--- src/rtl/issue_inst_queue_pkg.sv ---
// Shared types for the issue instruction queue: the decoded PC_set record
// and the default queue depth.
package issue_inst_queue_pkg;

    localparam int ISSUE_Q_DEPTH = 8;

    // One decoded instruction as handed from decode to issue
    typedef struct packed {
        logic [31:0] PC;
        logic [31:0] inst;
    } PC_set;

    // Issue can never retire more than two entries; an encoding of 3 means 2
    function automatic logic [1:0] clamp_use(input logic [1:0] using_num);
        return (using_num == 2'd3) ? 2'd2 : using_num;
    endfunction

endpackage

--- src/rtl/issue_inst_queue.sv ---
// Dual-ported decoupling FIFO between the dual decode stage and the issue
// stage. Up to two entries enter per cycle, the oldest two are always shown
// at the head, and issue retires 0/1/2 of them per cycle.
module issue_inst_queue
    import issue_inst_queue_pkg::*;
#(
    parameter int DEPTH = ISSUE_Q_DEPTH
) (
    input  logic        clk,
    input  logic        rst,
    input  logic        i_flush,
    input  PC_set       i_set1,
    input  PC_set       i_set2,
    input  logic [1:0]  i_is_valid,
    output logic        o_full,
    output PC_set       o_set1,
    output PC_set       o_set2,
    output logic [1:0]  o_is_valid,
    input  logic [1:0]  i_usingNUM
);

    localparam int PTR_W = $clog2(DEPTH);

    // Full means fewer than two free slots, so a dual push can always land
    localparam logic [PTR_W:0] FULL_LIMIT = (PTR_W + 1)'(DEPTH - 2);

    PC_set            mem [DEPTH];
    logic [PTR_W-1:0] head;
    logic [PTR_W-1:0] tail;
    logic [PTR_W:0]   count;

    logic             can_push;
    logic [1:0]       push_n;
    logic [1:0]       pop_n;
    logic [1:0]       use_req;
    logic             we0;
    logic             we1;
    PC_set            wdata0;
    PC_set            wdata1;
    logic [PTR_W-1:0] tail_p1;
    logic [PTR_W-1:0] head_p1;

    assign tail_p1 = tail + PTR_W'(1);
    assign head_p1 = head + PTR_W'(1);

    // Backpressure depends only on registered occupancy; same-cycle pops are
    // deliberately ignored to keep i_usingNUM off the o_full path
    assign o_full   = (count > FULL_LIMIT);
    assign can_push = !o_full && !i_flush;

    // Compact the incoming pair so valid entries land in consecutive slots
    always_comb begin
        we0    = 1'b0;
        we1    = 1'b0;
        push_n = 2'd0;
        wdata0 = i_set1;
        wdata1 = i_set2;
        if (can_push) begin
            case (i_is_valid)
                2'b01: begin
                    we0    = 1'b1;
                    push_n = 2'd1;
                end
                2'b10: begin
                    we0    = 1'b1;
                    wdata0 = i_set2;
                    push_n = 2'd1;
                end
                2'b11: begin
                    we0    = 1'b1;
                    we1    = 1'b1;
                    push_n = 2'd2;
                end
                default: begin
                    push_n = 2'd0;
                end
            endcase
        end
    end

    // Retire no more entries than are actually queued
    always_comb begin
        use_req = clamp_use(i_usingNUM);
        pop_n   = use_req;
        if (count == '0) begin
            pop_n = 2'd0;
        end else if ((count == (PTR_W + 1)'(1)) && (use_req == 2'd2)) begin
            pop_n = 2'd1;
        end
    end

    // Entry storage; contents need no reset since validity lives in count
    always_ff @(posedge clk) begin
        if (we0) begin
            mem[tail] <= wdata0;
        end
        if (we1) begin
            mem[tail_p1] <= wdata1;
        end
    end

    // Pointer and occupancy bookkeeping; flush wins over push and pop
    always_ff @(posedge clk or posedge rst) begin
        if (rst) begin
            head  <= '0;
            tail  <= '0;
            count <= '0;
        end else if (i_flush) begin
            head  <= '0;
            tail  <= '0;
            count <= '0;
        end else begin
            head  <= head + PTR_W'(pop_n);
            tail  <= tail + PTR_W'(push_n);
            count <= count + (PTR_W + 1)'(push_n) - (PTR_W + 1)'(pop_n);
        end
    end

    // Show-ahead view of the two oldest entries, zeroed when not valid
    always_comb begin
        o_is_valid = {(count >= (PTR_W + 1)'(2)), (count >= (PTR_W + 1)'(1))};
        o_set1     = o_is_valid[0] ? mem[head]    : '0;
        o_set2     = o_is_valid[1] ? mem[head_p1] : '0;
    end

endmodule

--- config.mk ---
export PLATFORM = sky130hd
export DESIGN_NAME = issue_inst_queue
export DESIGN_NICKNAME = d
export VERILOG_FILES = /design/src/rtl/issue_inst_queue_pkg.sv /design/src/rtl/issue_inst_queue.sv
export SDC_FILE = /design/constraint.sdc
export NUM_CORES = 1
export LEC_CHECK = 0
export CAP_MARGIN = 10
export CORE_UTILIZATION = 30
export DETAILED_ROUTE_END_ITERATION = 7
export HOLD_SLACK_MARGIN = 0.1
export SLEW_MARGIN = 25
export SYNTH_ARGS = -nofsm -noshare
export SYNTH_HDL_FRONTEND = slang
export SYNTH_SLANG_ARGS = --single-unit
--- constraint.sdc ---
create_clock -name clk -period 7.4 [get_ports clk]
set_input_delay 1.48 -clock clk [delete_from_list [all_inputs] [get_ports clk]]
set_output_delay 1.48 -clock clk [all_outputs]
set_load 0.02 [all_outputs]
# After elaboration in Yosys (flattened, before gate mapping)

Memories as Yosys holds them, arrays and structs flattened.
Index checks and enable logic that the tools add are counted.

Memories kept: 1
Output and inout port bits: 131
Bits in writable memories: 512
Input bits: 135
Word-level logic and storage cells: 46
Register bits after elaboration: 10

Memories:

| memory | depth | width | rd ports | clocked after Yosys merged registers in | wr ports | line                   | text |
|---|---|---|---|---|---|---|---|
| mem    | 8     | 64    | 2        | 0                                       | 2        | issue_inst_queue.sv:27 | `PC_set mem [DEPTH];` |

Equal/unequal tests: 6
Order comparisons: 3
Reduce and logical (&&, ||, !) cells: 7
Add/subtract/negate cells: 6
Muxes and demuxes: 20

Operator list:

| operator                                                                            | count |
|---|---|
| 64-bit 2-to-1 mux                                                                   | 4 |
| 2-bit == test, second input constant                                                | 4 |
| 1-bit 2-to-1 mux                                                                    | 8 |
| 2-bit 2-to-1 mux                                                                    | 4 |
| 3-bit by 1-bit adder with 3-bit output, second input constant                       | 2 |
| 3-bit by 2-bit adder with 3-bit output                                              | 2 |
| 3-bit 2-to-1 mux                                                                    | 2 |
| 4-bit by 2-bit adder with 4-bit output                                              | 1 |
| 4-bit by 1-bit == test with 1-bit output, second input constant                     | 1 |
| 4-bit by 1-bit greater-or-equal comparator with 1-bit output, second input constant | 1 |
| 4-bit by 2-bit greater-or-equal comparator with 1-bit output, second input constant | 1 |
| 4-bit by 3-bit greater-than comparator with 1-bit output, second input constant     | 1 |
| 4-bit zero test                                                                     | 1 |
| 4-bit 2-to-1 mux                                                                    | 1 |
| 2-bit one-hot mux with 2 select lines                                               | 1 |
| 4-bit by 2-bit subtractor with 4-bit output                                         | 1 |
| 3-bit OR reduction                                                                  | 1 |
| 2-bit by 1-bit == test with 1-bit output, second input constant                     | 1 |
| 1-bit logical AND                                                                   | 2 |
| 1-bit zero test                                                                     | 2 |
| 2-bit OR reduction                                                                  | 1 |

# Logic depth before layout (Yosys ltp)

Depth in word-level cells: 8
Depth in mapped cells: 13
Depth with buffers taken out: 12

# Least setup slack after synthesis

OpenSTA, ideal clock, no wires.

Kind: in2reg
From: input i_flush
To: memory mem[2][0] (netlist name), enable pin
Path buffers: 2
Data arrival time: 5.487 ns
Path slack: 1.407 ns
Setup time: 0.507 ns
Data required time: 6.893 ns
Cell stages on the path: 5
Cell sequence: a211oi_1 -> buf_2 -> buf_1 -> nor2_1 -> a21oi_1

RTL lines:

| element            | line                   | text |
|---|---|---|
| start: declaration | issue_inst_queue.sv:11 | `input logic i_flush,` |
| end: declaration   | issue_inst_queue.sv:27 |  |

==> flow_results.org <==
** STA
- Finish-stage setup viols :: 0
- Worst slew slack as a fraction of its limit :: 0.215
- Slew @ Worst Pin :: about 1.2 ns
- The number of pins with negative max-slew slack in the final report is 0.
- Total negative slack for setup checks :: 0 ns
- The final-report hold violation count came to 0.
- Between clock sinks in the finished design, the worst skew comes to about 0.071 ns.
- Final clock period utilization by the worst path :: 0.810
- Unrepaired setup endpoints after global routing :: false
- For the finished layout, the period the worst path requires is around 6 ns.
- Based on the critical path, the design can be clocked at up to about 170 MHz.

** Synthesis
- By area the synthesized netlist is led by sky130_fd_sc_hd__edfxtp_1 51%, sky130_fd_sc_hd__mux4_2 19%, sky130_fd_sc_hd__o221ai_1 15%.
- Averaged over all synthesized cells, the footprint is about 15 um^2.
- Simple logic cell fraction of the synthesized area :: 0.0357
- Post-synthesis cell type with the largest combined area :: sky130_fd_sc_hd__edfxtp_1
- Synthesis produced a netlist with a net count of about 2200.
- Count of warnings emitted by yosys :: 0
- The compound-cell area share of the yosys netlist was 0.203.
- For this run, asynchronously set or reset flops after synthesis account for 0.0192.
- Number of enable flip-flop cells after synthesis :: slightly above 500
- Of the post-synthesis cell area, the part taken by muxes is 0.192.
- Share of the yosys chip area belonging to registers :: 0.517
- Synthesis inferred 522 register bits.
- Fraction of synthesized cell area taken by the top area cell type :: 0.509
- For this run, the leading register cell type out of synthesis is sky130_fd_sc_hd__edfxtp_1.
- Summed instance area of the synthesized netlist :: ~30000 um^2
- Post-synthesis instance total :: between 2000 and 2500
- After synthesis, the largest family of logic cells by area is compound AO/OA/AOI/OAI gates.
- In this run, distinct cell masters in the synthesized netlist total 44.
- Synthesized-area fraction occupied by adder cells :: 0.00803
- Of the total synthesized cell area, the portion taken by XOR and XNOR cells is 0.00298.

** Worst setup path
- STA classifies the critical path startpoint as a flop.
- Kind of end point of the critical path :: primary output
- For flop-to-flop paths, the worst setup slack is about 3.6 ns.
- Of all nets on the critical path, the largest fanout is 50.
- For the worst setup path, the data arrival time is between 4 and 5 ns.
- Critical path required time :: about 6 ns
- By startpoint and endpoint, the worst setup path is classified as flop to primary output.

** Floorplanning
- The floorplan step set the die width to about 320 um.
- DIE AREA :: slightly above 100000 um^2
- Area of the placeable core :: about 100000 um^2
- For this configuration, the core starts out at a cell density of 0.302.
- The die is 319 um tall.
- Row count :: between 100 and 150
- Boundary Pins :: 266

** Route
- Before antenna repair, the detailed router went through 6 iterations.
- In the final routed layout, each cell accounts on average for around 36 um.
- Wire length reported by the detailed router :: between 100000 and 150000 um
- Drc violations :: 0
- Number of DRC markers after the initial detailed-route iteration :: 3315
- For this block, the via count after detailed routing is approximately 24000.
- In this run the remaining antenna-violating nets after routing total 0.
- Drt via density :: 6.95

** Finish
- Fraction of layout cells with a size suffix above 1 :: 0.214
- Filler Cells Inserted :: 9287
- Cell area after layout :: 36700 um^2
- The final layout contains between 2000 and 2500 nets.
- In the layout the commonest cells are 512 x sky130_fd_sc_hd__o221ai_1, 512 x sky130_fd_sc_hd__edfxtp_1, 265 x sky130_fd_sc_hd__clkdlybuf4s50_1, 256 x sky130_fd_sc_hd__mux4_2, 128 x sky130_fd_sc_hd__a22o_1.
- The area growth from synthesis to layout is 21.5%.

** GRT
- For met1 alone, demand over resource in global routing was 0.293.
- Initial antenna violation count :: 7
- Met3 layer usage reported by global route :: 0.0487
- First-pass GRT wire length :: around 180000 um
- Via count of the first global-routing pass :: around 24000
- For this run, global-route usage on met2 was measured as 0.398.
- For this run, the total global-route usage over all layers was measured as 0.237.
- Entering global routing, the biggest net connects between 60 and 70 pins.
- After global routing, the most crowded layer is met2.
- GRT Residual Overflow :: 0

** Clocking
- Counting every sink on the clock net gives roughly 520.
- Buffers inserted to repair hold after CTS numbered 0.
- Clock tree synthesis inserted a total of 60 buffers.
- Clock insertion delay at the later pin of the skew report :: about 0.67 ns
- TritonCTS built the clock tree.
- Clock-pin slew on the worst setup and hold paths :: 0.06 ns
- Number of buffers on the longest clock path :: 3
- The H-tree was split into 2 levels.
- After clock tree synthesis, the setup repair step added 0 buffers.
- Clock root cell :: sky130_fd_sc_hd__clkbuf_16
- Count of cells resized by post-cts repair :: 0

** Power and ir drop
- Dividing total power by cell area gives a power density of 419 nW/um^2.
- Leakage power of the design :: between 10 and 15 nW
- The worst-case IR drop observed on VDD is roughly 0.00029 V.

** Placement
- Detailed placement ended at an HPWL of 70900 um.
- Final weighted congestion in routability-driven placement :: 0.815
- DP Area :: around 34000 um^2
- Input and output buffers added on the ports amount to around 270.

** Flow run
- The tool flagged a number of max-cap violations equal to 0.

** Hold path
- Hold/Removal Path Class :: flop to flop

** Status
- Run status :: complete, no violations
[path summary, 6_finish.rpt]
path                                    start                   end  depth (start not counted)
max in group asynchronous                 rst     head[1]$_DFF_PP0_                          2
setup reg to reg           count[3]$_DFF_PP0_  mem[1][56]$_DFFE_PP_                          8
min in group asynchronous                 rst    count[2]$_DFF_PP0_                          2
hold reg to reg             head[2]$_DFF_PP0_     head[2]$_DFF_PP0_                          2
setup / recovery            head[0]$_DFF_PP0_            o_set2[55]                          5
hold / removal              head[2]$_DFF_PP0_     head[2]$_DFF_PP0_                          2
[stage by stage]
step / total power [W] / utilization / cells / hold slack (ns) / setup WS (ns)
2_1_floorplan: 0.00878 / - / 2029 / 0.557 / 1.41
3_3_place_gp: 0.0120 / 0.342 / 3362 / 0.662 / 2.05
3_5_place_dp: 0.0122 / 0.345 / 3373 / 0.660 / 2.01
4_1_cts: 0.0154 / 0.366 / 3484 / 0.674 / 1.36
5_1_grt: 0.0158 / 0.367 / 3487 / 0.733 / 1.17
6_report: 0.0154 / 0.367 / 3488 / 0.673 / 1.40
[cell families (layout without fill, tap and decap cells)]
group / count (synthesis) / in the layout
AOI/OAI and AO/OA: 733 / 733
xor gates and xnor gates: 6 / 6
adders and majority gates: 17 / 17
buffers and inverters: 305 / 465
DFF: 522 / 522
muxes: 258 / 258
other: 0 / 1
and+or+nand+nor: 188 / 188
[cell type report]
cell class              instances  area (um^2)  share of cell area
flip-flops and latches        522        15600               0.426
diodes                          1         2.50           0.0000682
clock buffers                  65         1520              0.0414
well taps                    1298         1620              0.0443
repair buffers                338         3630              0.0991
clock inverters                46          592              0.0161
inverters                      16         60.1             0.00164
multi-input cells            1202        13600               0.371
[routing by layer]
metal,vias to the layer above,wire length [um]
li1,9390,-
met1,12400,42900
met2,2030,61300
met3,395,14800
met4,6,5720
met5,-,102
[state kept, by name (all words and copies together), names as in the netlist]
register  cells
mem         512
head          3
tail          3
count         4
[where the power goes]
group	internal, W	switching, W
combinational	0.00371	0.00460
clock	0.00188	0.00133
sequential	0.00362	0.000223
[Yosys cell counts (all sizes together) (7+ instances only)]
library cell	n
nand2	9
clkbuf	121
inv	16
edfxtp	512
mux4	256
ha	13
nand3	69
dfrtp	10
a21oi	18
o21ai	68
o221ai	512
buf	168
nor2	17
nor2b	7
nand2b	65
a22o	128
[worst max-delay path, stage by stage (launching register included)]
cell                              delay, ns
sky130_fd_sc_hd__dfrtp_4               0.90
sky130_fd_sc_hd__buf_4                 0.69
sky130_fd_sc_hd__buf_4                 0.76
sky130_fd_sc_hd__mux4_2                0.59
sky130_fd_sc_hd__a22o_1                0.31
sky130_fd_sc_hd__clkdlybuf4s50_1       0.56
(Power assumes the default switching activity.)
